## src/rtl/traffic_phase_scheduler.sv

```systemverilog
// rtl/traffic_phase_scheduler.sv - two-approach intersection phase sequencer with ped and emergency handling
//
// Sequences approaches A and B through green, yellow and all-red phases.
// All phase timing advances on the one-cycle 'tick' enable.
// Emergency pre-emption is evaluated on every clk.
//
// Ports:
//   clk, rst             clock; asynchronous active-high reset
//   tick                 timing enable, one clk wide
//   ped_req_a/b          pedestrian button pulses (latched until served)
//   car_b                vehicle present on B (level)
//   emg_a/b              emergency vehicle present on A/B (level); A has priority
//   light_a/b            lamp code: 00 RED, 01 YEL, 10 GRN
//   walk_a/b             walk lamp, high through a served green
//   remain               ticks left in the current phase
//   phase                current state code
module traffic_phase_scheduler #(
    parameter int T_GRN    = 5,
    parameter int T_YEL    = 2,
    parameter int T_ALLRED = 1,
    parameter int T_WALK   = 3,
    parameter int CW       = 4
) (
    input  logic          clk,
    input  logic          rst,
    input  logic          tick,
    input  logic          ped_req_a,
    input  logic          ped_req_b,
    input  logic          car_b,
    input  logic          emg_a,
    input  logic          emg_b,
    output logic [1:0]    light_a,
    output logic [1:0]    light_b,
    output logic          walk_a,
    output logic          walk_b,
    output logic [CW-1:0] remain,
    output logic [2:0]    phase
);

    typedef enum logic [2:0] {
        A_GRN = 3'd0,
        A_YEL = 3'd1,
        AR_AB = 3'd2,
        B_GRN = 3'd3,
        B_YEL = 3'd4,
        AR_BA = 3'd5
    } state_t;

    localparam logic [CW-1:0] R_GRN      = CW'(T_GRN);
    localparam logic [CW-1:0] R_GRN_WALK = CW'(T_GRN + T_WALK);
    localparam logic [CW-1:0] R_YEL      = CW'(T_YEL);
    localparam logic [CW-1:0] R_AR       = CW'(T_ALLRED);
    localparam logic [CW-1:0] R_ONE      = CW'(1);

    localparam logic [1:0] L_RED = 2'b00;
    localparam logic [1:0] L_YEL = 2'b01;
    localparam logic [1:0] L_GRN = 2'b10;

    state_t        state, state_n;
    logic [CW-1:0] remain_n;
    logic          served_a, served_a_n;
    logic          served_b, served_b_n;
    logic          pend_a, pend_a_n;
    logic          pend_b, pend_b_n;

    // A request in the same cycle as the green entry is treated as already
    // latched, so it is served by that green.
    logic pend_a_set, pend_b_set;
    logic last_tick;

    assign pend_a_set = pend_a | ped_req_a;
    assign pend_b_set = pend_b | ped_req_b;
    assign last_tick  = tick && (remain <= R_ONE);

    always_ff @(posedge clk or posedge rst) begin
        if (rst) begin
            state    <= A_GRN;
            remain   <= R_GRN;
            served_a <= 1'b0;
            served_b <= 1'b0;
            pend_a   <= 1'b0;
            pend_b   <= 1'b0;
        end else begin
            state    <= state_n;
            remain   <= remain_n;
            served_a <= served_a_n;
            served_b <= served_b_n;
            pend_a   <= pend_a_n;
            pend_b   <= pend_b_n;
        end
    end

    always_comb begin
        state_n    = state;
        remain_n   = remain;
        served_a_n = served_a;
        served_b_n = served_b;
        pend_a_n   = pend_a_set;
        pend_b_n   = pend_b_set;

        unique case (state)
            A_GRN: begin
                if (emg_a) begin
                    // Own-side emergency: hold green, count frozen.
                end else if (emg_b) begin
                    state_n    = A_YEL;
                    remain_n   = R_YEL;
                    served_a_n = 1'b0;
                end else if (tick) begin
                    if (!last_tick) begin
                        remain_n = remain - R_ONE;
                    end else if (car_b || pend_b_set) begin
                        state_n    = A_YEL;
                        remain_n   = R_YEL;
                        served_a_n = 1'b0;
                    end else begin
                        // No demand on B: rest on A with a fresh base green.
                        remain_n   = R_GRN;
                        served_a_n = 1'b0;
                    end
                end
            end
            A_YEL: begin
                if (tick) begin
                    if (!last_tick) begin
                        remain_n = remain - R_ONE;
                    end else begin
                        state_n  = AR_AB;
                        remain_n = R_AR;
                    end
                end
            end
            AR_AB: begin
                if (tick) begin
                    if (!last_tick) begin
                        remain_n = remain - R_ONE;
                    end else begin
                        state_n    = B_GRN;
                        served_b_n = pend_b_set;
                        remain_n   = pend_b_set ? R_GRN_WALK : R_GRN;
                        pend_b_n   = 1'b0;
                    end
                end
            end
            B_GRN: begin
                if (emg_a) begin
                    state_n    = B_YEL;
                    remain_n   = R_YEL;
                    served_b_n = 1'b0;
                end else if (emg_b) begin
                    // Own-side emergency: hold green, count frozen.
                end else if (tick) begin
                    if (!last_tick) begin
                        remain_n = remain - R_ONE;
                    end else begin
                        state_n    = B_YEL;
                        remain_n   = R_YEL;
                        served_b_n = 1'b0;
                    end
                end
            end
            B_YEL: begin
                if (tick) begin
                    if (!last_tick) begin
                        remain_n = remain - R_ONE;
                    end else begin
                        state_n  = AR_BA;
                        remain_n = R_AR;
                    end
                end
            end
            AR_BA: begin
                if (tick) begin
                    if (!last_tick) begin
                        remain_n = remain - R_ONE;
                    end else begin
                        state_n    = A_GRN;
                        served_a_n = pend_a_set;
                        remain_n   = pend_a_set ? R_GRN_WALK : R_GRN;
                        pend_a_n   = 1'b0;
                    end
                end
            end
            default: begin
                state_n    = A_GRN;
                remain_n   = R_GRN;
                served_a_n = 1'b0;
                served_b_n = 1'b0;
            end
        endcase
    end

    always_comb begin
        light_a = L_RED;
        light_b = L_RED;
        unique case (state)
            A_GRN:   light_a = L_GRN;
            A_YEL:   light_a = L_YEL;
            B_GRN:   light_b = L_GRN;
            B_YEL:   light_b = L_YEL;
            default: begin
                light_a = L_RED;
                light_b = L_RED;
            end
        endcase
    end

    assign walk_a = (state == A_GRN) && served_a;
    assign walk_b = (state == B_GRN) && served_b;
    assign phase  = state;

endmodule
```

## config.mk

```make
export PLATFORM = sky130hd
export DESIGN_NAME = traffic_phase_scheduler
export DESIGN_NICKNAME = d
export VERILOG_FILES = /design/src/rtl/traffic_phase_scheduler.sv
export SDC_FILE = /design/constraint.sdc
export NUM_CORES = 1
export LEC_CHECK = 0
export ABC_AREA = 1
export CAP_MARGIN = 20
export CORE_AREA = 2 2 59 47
export CTS_CLUSTER_DIAMETER = 80
export CTS_CLUSTER_SIZE = 10
export DETAILED_ROUTE_END_ITERATION = 8
export DIE_AREA = 0 0 61 49
export PLACE_DENSITY = 0.72
export SLEW_MARGIN = 5
export SYNTH_ARGS = -nofsm -noshare
export SYNTH_HDL_FRONTEND = slang
export SYNTH_SLANG_ARGS = --single-unit
```

## constraint.sdc

```tcl
create_clock -name clk -period 2.2 [get_ports clk]
set_input_delay 0.44 -clock clk [delete_from_list [all_inputs] [get_ports clk]]
set_output_delay 0.44 -clock clk [all_outputs]
set_load 0.005 [all_outputs]
```

Word-level counts from Yosys, hierarchy flattened:

Cells that the tools add are included.

* add/subtract/negate cells: 1
* order comparisons: 1
* equality and inequality tests: 21
* mux-type cells: 56
* bitwise operators: 4
* reductions and logical operators: 12

Operators by type and width (number)
* 4-bit 2-to-1 mux: 16
* 3-bit 2-to-1 mux: 18
* 4-bit case mux with 5 select lines: 1
* 2-bit inequality test, second input constant: 9
* 3-bit inequality test, second input constant: 6
* 3-bit case mux with 6 select lines: 1
* 1-bit 2-to-1 mux: 16
* 15-bit AND reduction: 1
* 6-bit AND reduction: 2
* 2-bit case mux with 2 select lines: 2
* 4-bit OR reduction: 2
* 7-bit AND reduction: 1
* 3-bit by 2-bit equality test with 1-bit output, second input constant: 2
* 3-bit equality test, second input constant: 2
* 1-bit case mux with 3 select lines: 2
* 4-bit by 1-bit <= comparator with 1-bit output, second input constant: 1
* 4-bit by 1-bit subtractor with 4-bit output, second input constant: 1
* 3-bit by 1-bit equality test with 1-bit output, second input constant: 1
* 1-bit logical AND: 3
* 3-bit logical NOT: 1
* 2-bit by 1-bit inequality test with 1-bit output, second input constant: 1
* 1-bit inverter: 2
* 1-bit OR: 2
* 2-bit OR reduction: 1
* 1-bit logical OR: 1

* bits in registers: 11
* input port bits: 8
* output and inout bits: 13
* word-level logic and storage cells: 101

Longest topological paths before layout:

* word-level depth: 8
* gate-level depth with buffers: 12
* gate-level depth less buffers: 12

Worst setup path before layout:

Ideal clock, no wire load.

* kind: register -> register
* start point: register remain[0]
* end point: register remain[0]
* setup time: 0.073 ns
* arrival time: 1.589 ns
* data required time: 2.127 ns
* setup slack: 0.538 ns
* stages on the path, launching flop included: 13
* buffers on the path: 1
* clock period less this slack: 1.662 ns
* path through: dfstp_2 inv_1 ha_1 inv_1 nand2_1 nand3_1 buf_2 nor2_1 nor2_1 nor2_1 nand2_1 nand2_1 a21oi_1

* longest elaborated chain between the ends: 7
* elaborated cells between the ends (all ways): 18
* classes of those cells: 1 x add/sub; 1 x order compare; 15 x mux; 1 x reduce/logical

RTL lines
* from (decl): line 36 `output logic [CW-1:0] remain,`
* from (signal assigned): line 85 `remain <= remain_n;`
* 4-bit by 1-bit <= comparator with 1-bit output: line 73 `assign last_tick = tick && (remain <= R_ONE);`
* 1-bit logical AND: line 73
* 4-bit 2-to-1 mux (on tied branches): line 153, 110
* 4-bit 2-to-1 mux (on tied branches): line 152, 109
* 4-bit 2-to-1 mux (on tied branches): line 150, 105
* 4-bit 2-to-1 mux (on tied branches): line 146, 103
* 4-bit case mux with 5 select lines (*): line 101 `unique case (state)`

Mark *: on every way between the ends. The rest lies on a longest branch, timed or not. The select of a mux whose other input is x is not followed.
A chain may end at the register's enable or synchronous reset.

Worst setup path in the final report:

* start point: register state[0] (netlist: phase[0])
* end point: output port light_a[1]

* longest elaborated chain between the ends: 2
* elaborated cells between the ends (all ways): 3
* classes of those cells: 1 x eq/ne; 1 x mux; 1 x reduce/logical

RTL lines
* from (decl): line 59 `state_t state, state_n;`
* from (signal assigned): line 84 `state <= state_n;`
* 3-bit by 1-bit equality test with 1-bit output or 3-bit logical NOT (tied branches): line 196 `unique case (state)`
* 2-bit case mux with 2 select lines (*): line 196
* to (decl): line 32 `output logic [1:0] light_a,`

Mark *: on every way between the ends. The rest lies on a longest branch, timed or not.

==> results.txt <==
Worst Setup Start Kind -> flip-flop
Hold_buf cts -> 0
Clock skew -> 0.00982 ns
Worst slew pin tran -> 0.442 ns
Met2 wire len -> 1.16 mm
Drt total wl -> 2.55 mm
Fmax -> 0.481 GHz
Syn nets -> 160
Met3 wire len -> 173 um
Fillcell total -> 253
GRT Total Usage -> 18.7%
CTS tree -> yes
Fin cells -> 213
YS warnings -> 0
Placed Cells -> 206
Share of cells above drive strength 1 -> 17.5%
Setup TNS -> 0 ns
Wire per inst -> 12.0 um
Max Cap Viol -> 0
Die ar. -> 0.00299 mm^2
Top area cells in the synthesized netlist -> dfrtp_1, nand2_1, inv_1, nor2_1, a21oi_1
Leak -> 0.654 nW
Peak supply drop -> 0.586 mV
Post-synthesis sequential area ratio -> 28.5%
Total Power -> 1.96 mW
Routability cong. -> 0.910
I/O Buffers -> 20
Critical-path cell list -> nor2_2, nand2_2, inv_2, clkdlybuf4s50_1
Cell area after synthesis -> 976 um^2
Initial antenna violation count -> 0
Final core utilization -> 51.8%
Slowest cell on crit path -> clkdlybuf4s50_1
Synth unique cells -> 26
DPL Wire Length -> 2.02 mm
DIE HEIGHT -> 49 um
Die Wd -> 61 um
Crit path DAT -> 1.64 ns
Number of synthesized register bits -> 11
Clk root buf -> clkbuf_4
Fin. Hold Viols -> 0
Worst-path clk slew -> 0.08 ns
Crit Path Max Fanout -> 7
Longest Clk Path Bufs -> 2
M1 WL -> 1.22 mm
Drt first-iter violations -> 60
Routed vias/inst -> 4.86
Top sig layer -> met3
RSZ-0062 raised after global routing -> false
Largest net degree at the start of global routing -> 12
First-pass GRT wire length -> 4.15 mm
WP data required -> 1.76 ns
Synth Instances -> 150
CP Capture Type -> primary output
Rel. slew slack -> 70.5%
Multi-input combinational cell area -> 592 um^2
Via Count -> 1035
Register area -> 282 um^2
Final Cycle Share -> 94.5%
1st-pass router iterations -> 5
Max incr delay on CP -> 0.51 ns
Row count -> 16
Post-layout nets -> 188
CP delay by family, top -> buffers and inverters
Hold Slack -> 0.449 ns
Final ANT Viol Nets -> 0
I/O pin cnt -> 21
Min-delay worst type -> in2async
PD cells -> 1540 mW/mm^2
# diodes -> 0
Clock sink total -> 11
Kind of critical path -> reg2out
Area leader, netlist -> dfrtp_1
Syn Area/Cell -> 6.51 um^2
Final max-slew violation count -> 0
CTS H-tree lvls -> 1
Final setup vio count -> 0
Worst-skew pair later-pin latency -> 0.28 ns
Area growth syn-to-layout -> 30.8%
Vias in the first global route -> 921
CORE AREA -> 0.00246 mm^2
Share of the synthesized area in the top cell type -> 23.1%
Shortest period the worst path allows -> 2.08 ns
CP Buf/Inv Count -> 2
Drc violations -> 0
Starting Density -> 39.6%
TritonCTS Buffers -> 3
GRT overflow -> 0
Status -> completed
==> cell families after synthesis <==
kind of cell	after synthesis	share of synthesized area (%)
AO/OA/AOI/OAI	22	11.8
XOR/XNOR	2	1.80
adder cells (fa/ha/maj)	2	2.56
buffers and inverters	26	11.7
flip-flops	11	28.5
AND/OR/NAND/NOR	87	43.7
==> worst register-to-register path, delay by kind of cell, from the launching register on <==
family	cells	cell delay (ns)
flops	1	0.60
compound gates	1	0.08
fa+ha+maj	1	0.21
buf+inv	4	0.36
simple gates	4	0.58
==> registers in the layout, summed over array words and instances, names as in the netlist <==
register	count
phase	3
pend_a	1
served_b	1
pend_b	1
remain	4
served_a	1
==> Yosys cell counts, drive strengths merged <==
library cell / instances
buf: 3
dfrtp: 9
nand4: 2
a31oi: 1
nor3: 1
inv: 23
nand3b: 1
a21oi: 12
nand2: 48
ha: 2
o21ai: 9
nand3: 13
or2: 1
xor2: 2
nor2: 21
dfstp: 2
==> repair_timing <==
action | in CTS | in global routing
resized for setup | 1 | 4
gates cloned | 0 | 0
pin swaps | 0 | 0
setup buffers | 0 | 3
setup endpoints to repair | 1 | 4
==> final timing paths <==
path                                    to  slack (ns)       from  cells after the start
worst max-delay path            light_a[1]        0.12   phase[0]                      4
worst min-delay path              served_a        0.45        rst                      2
worst max register to register   remain[2]        0.31  remain[0]                     10
worst min register to register    served_a        0.50   served_a                      2
max in group asynchronous        remain[0]        1.40        rst                      2
min in group clk                  served_a        0.50   served_a                      2
==> cell usage in the layout (no fill, tap or decap) <==
master           netlist  layout
clkbuf_4               0       3
xor2_1                 2       2
nor3_1                 1       1
nor2_8                 1       1
nand3_1               12      11
clkdlybuf4s50_1        0      20
ha_1                   2       2
inv_1                 21      21
dfrtp_2                0       3
buf_4                  0       6
nand3_2                0       1
or2_2                  1       1
nand3_4                1       1
o21ai_0                7       7
inv_2                  2       2
nand3b_1               1       1
clkbuf_1               0       1
dfstp_2                2       2
nand2_1               42      42
o21ai_2                1       1
o21ai_1                1       1
dfrtp_1                9       6
nor2_1                17      16
nand2_2                4       4
nor2_4                 2       2
a31oi_1                1       1
a21oi_1               12      12
nor2_2                 1       2
nand2_4                2       2
nand4_1                2       2
==> report_power, final <==
group          total, mW  switching, mW  internal (mW)
logic               1.38          0.784          0.600
registers          0.433          0.124          0.309
clock network      0.147         0.0772         0.0703
total               1.96          0.985          0.979
==> layout make-up <==
type / instances / area share [%]
multi-input cells: 113 / 46.4
flip-flops and latches: 11 / 22.1
repair buffers: 26 / 19.2
inverters: 23 / 6.76
well taps: 36 / 3.53
clock buffers: 4 / 2.06
==> metal layers <==
metal	track usage, %	vias to the layer above
li1	-	527
met1	27.2	472
met2	28.0	36
met3	5.84	0
met4	2.17	0
met5	0	-
==> per-stage QoR <==
step                      instance area (um^2)  setup WS [ns]
after CTS                                 1240        0.00683
final                                     1280          0.120
after global routing                      1280       0.000651
after global placement                    1220          0.283
after floorplan                            976          0.538
after detailed placement                  1220          0.272
No activity file was read; power rests on OpenSTA's default activity.
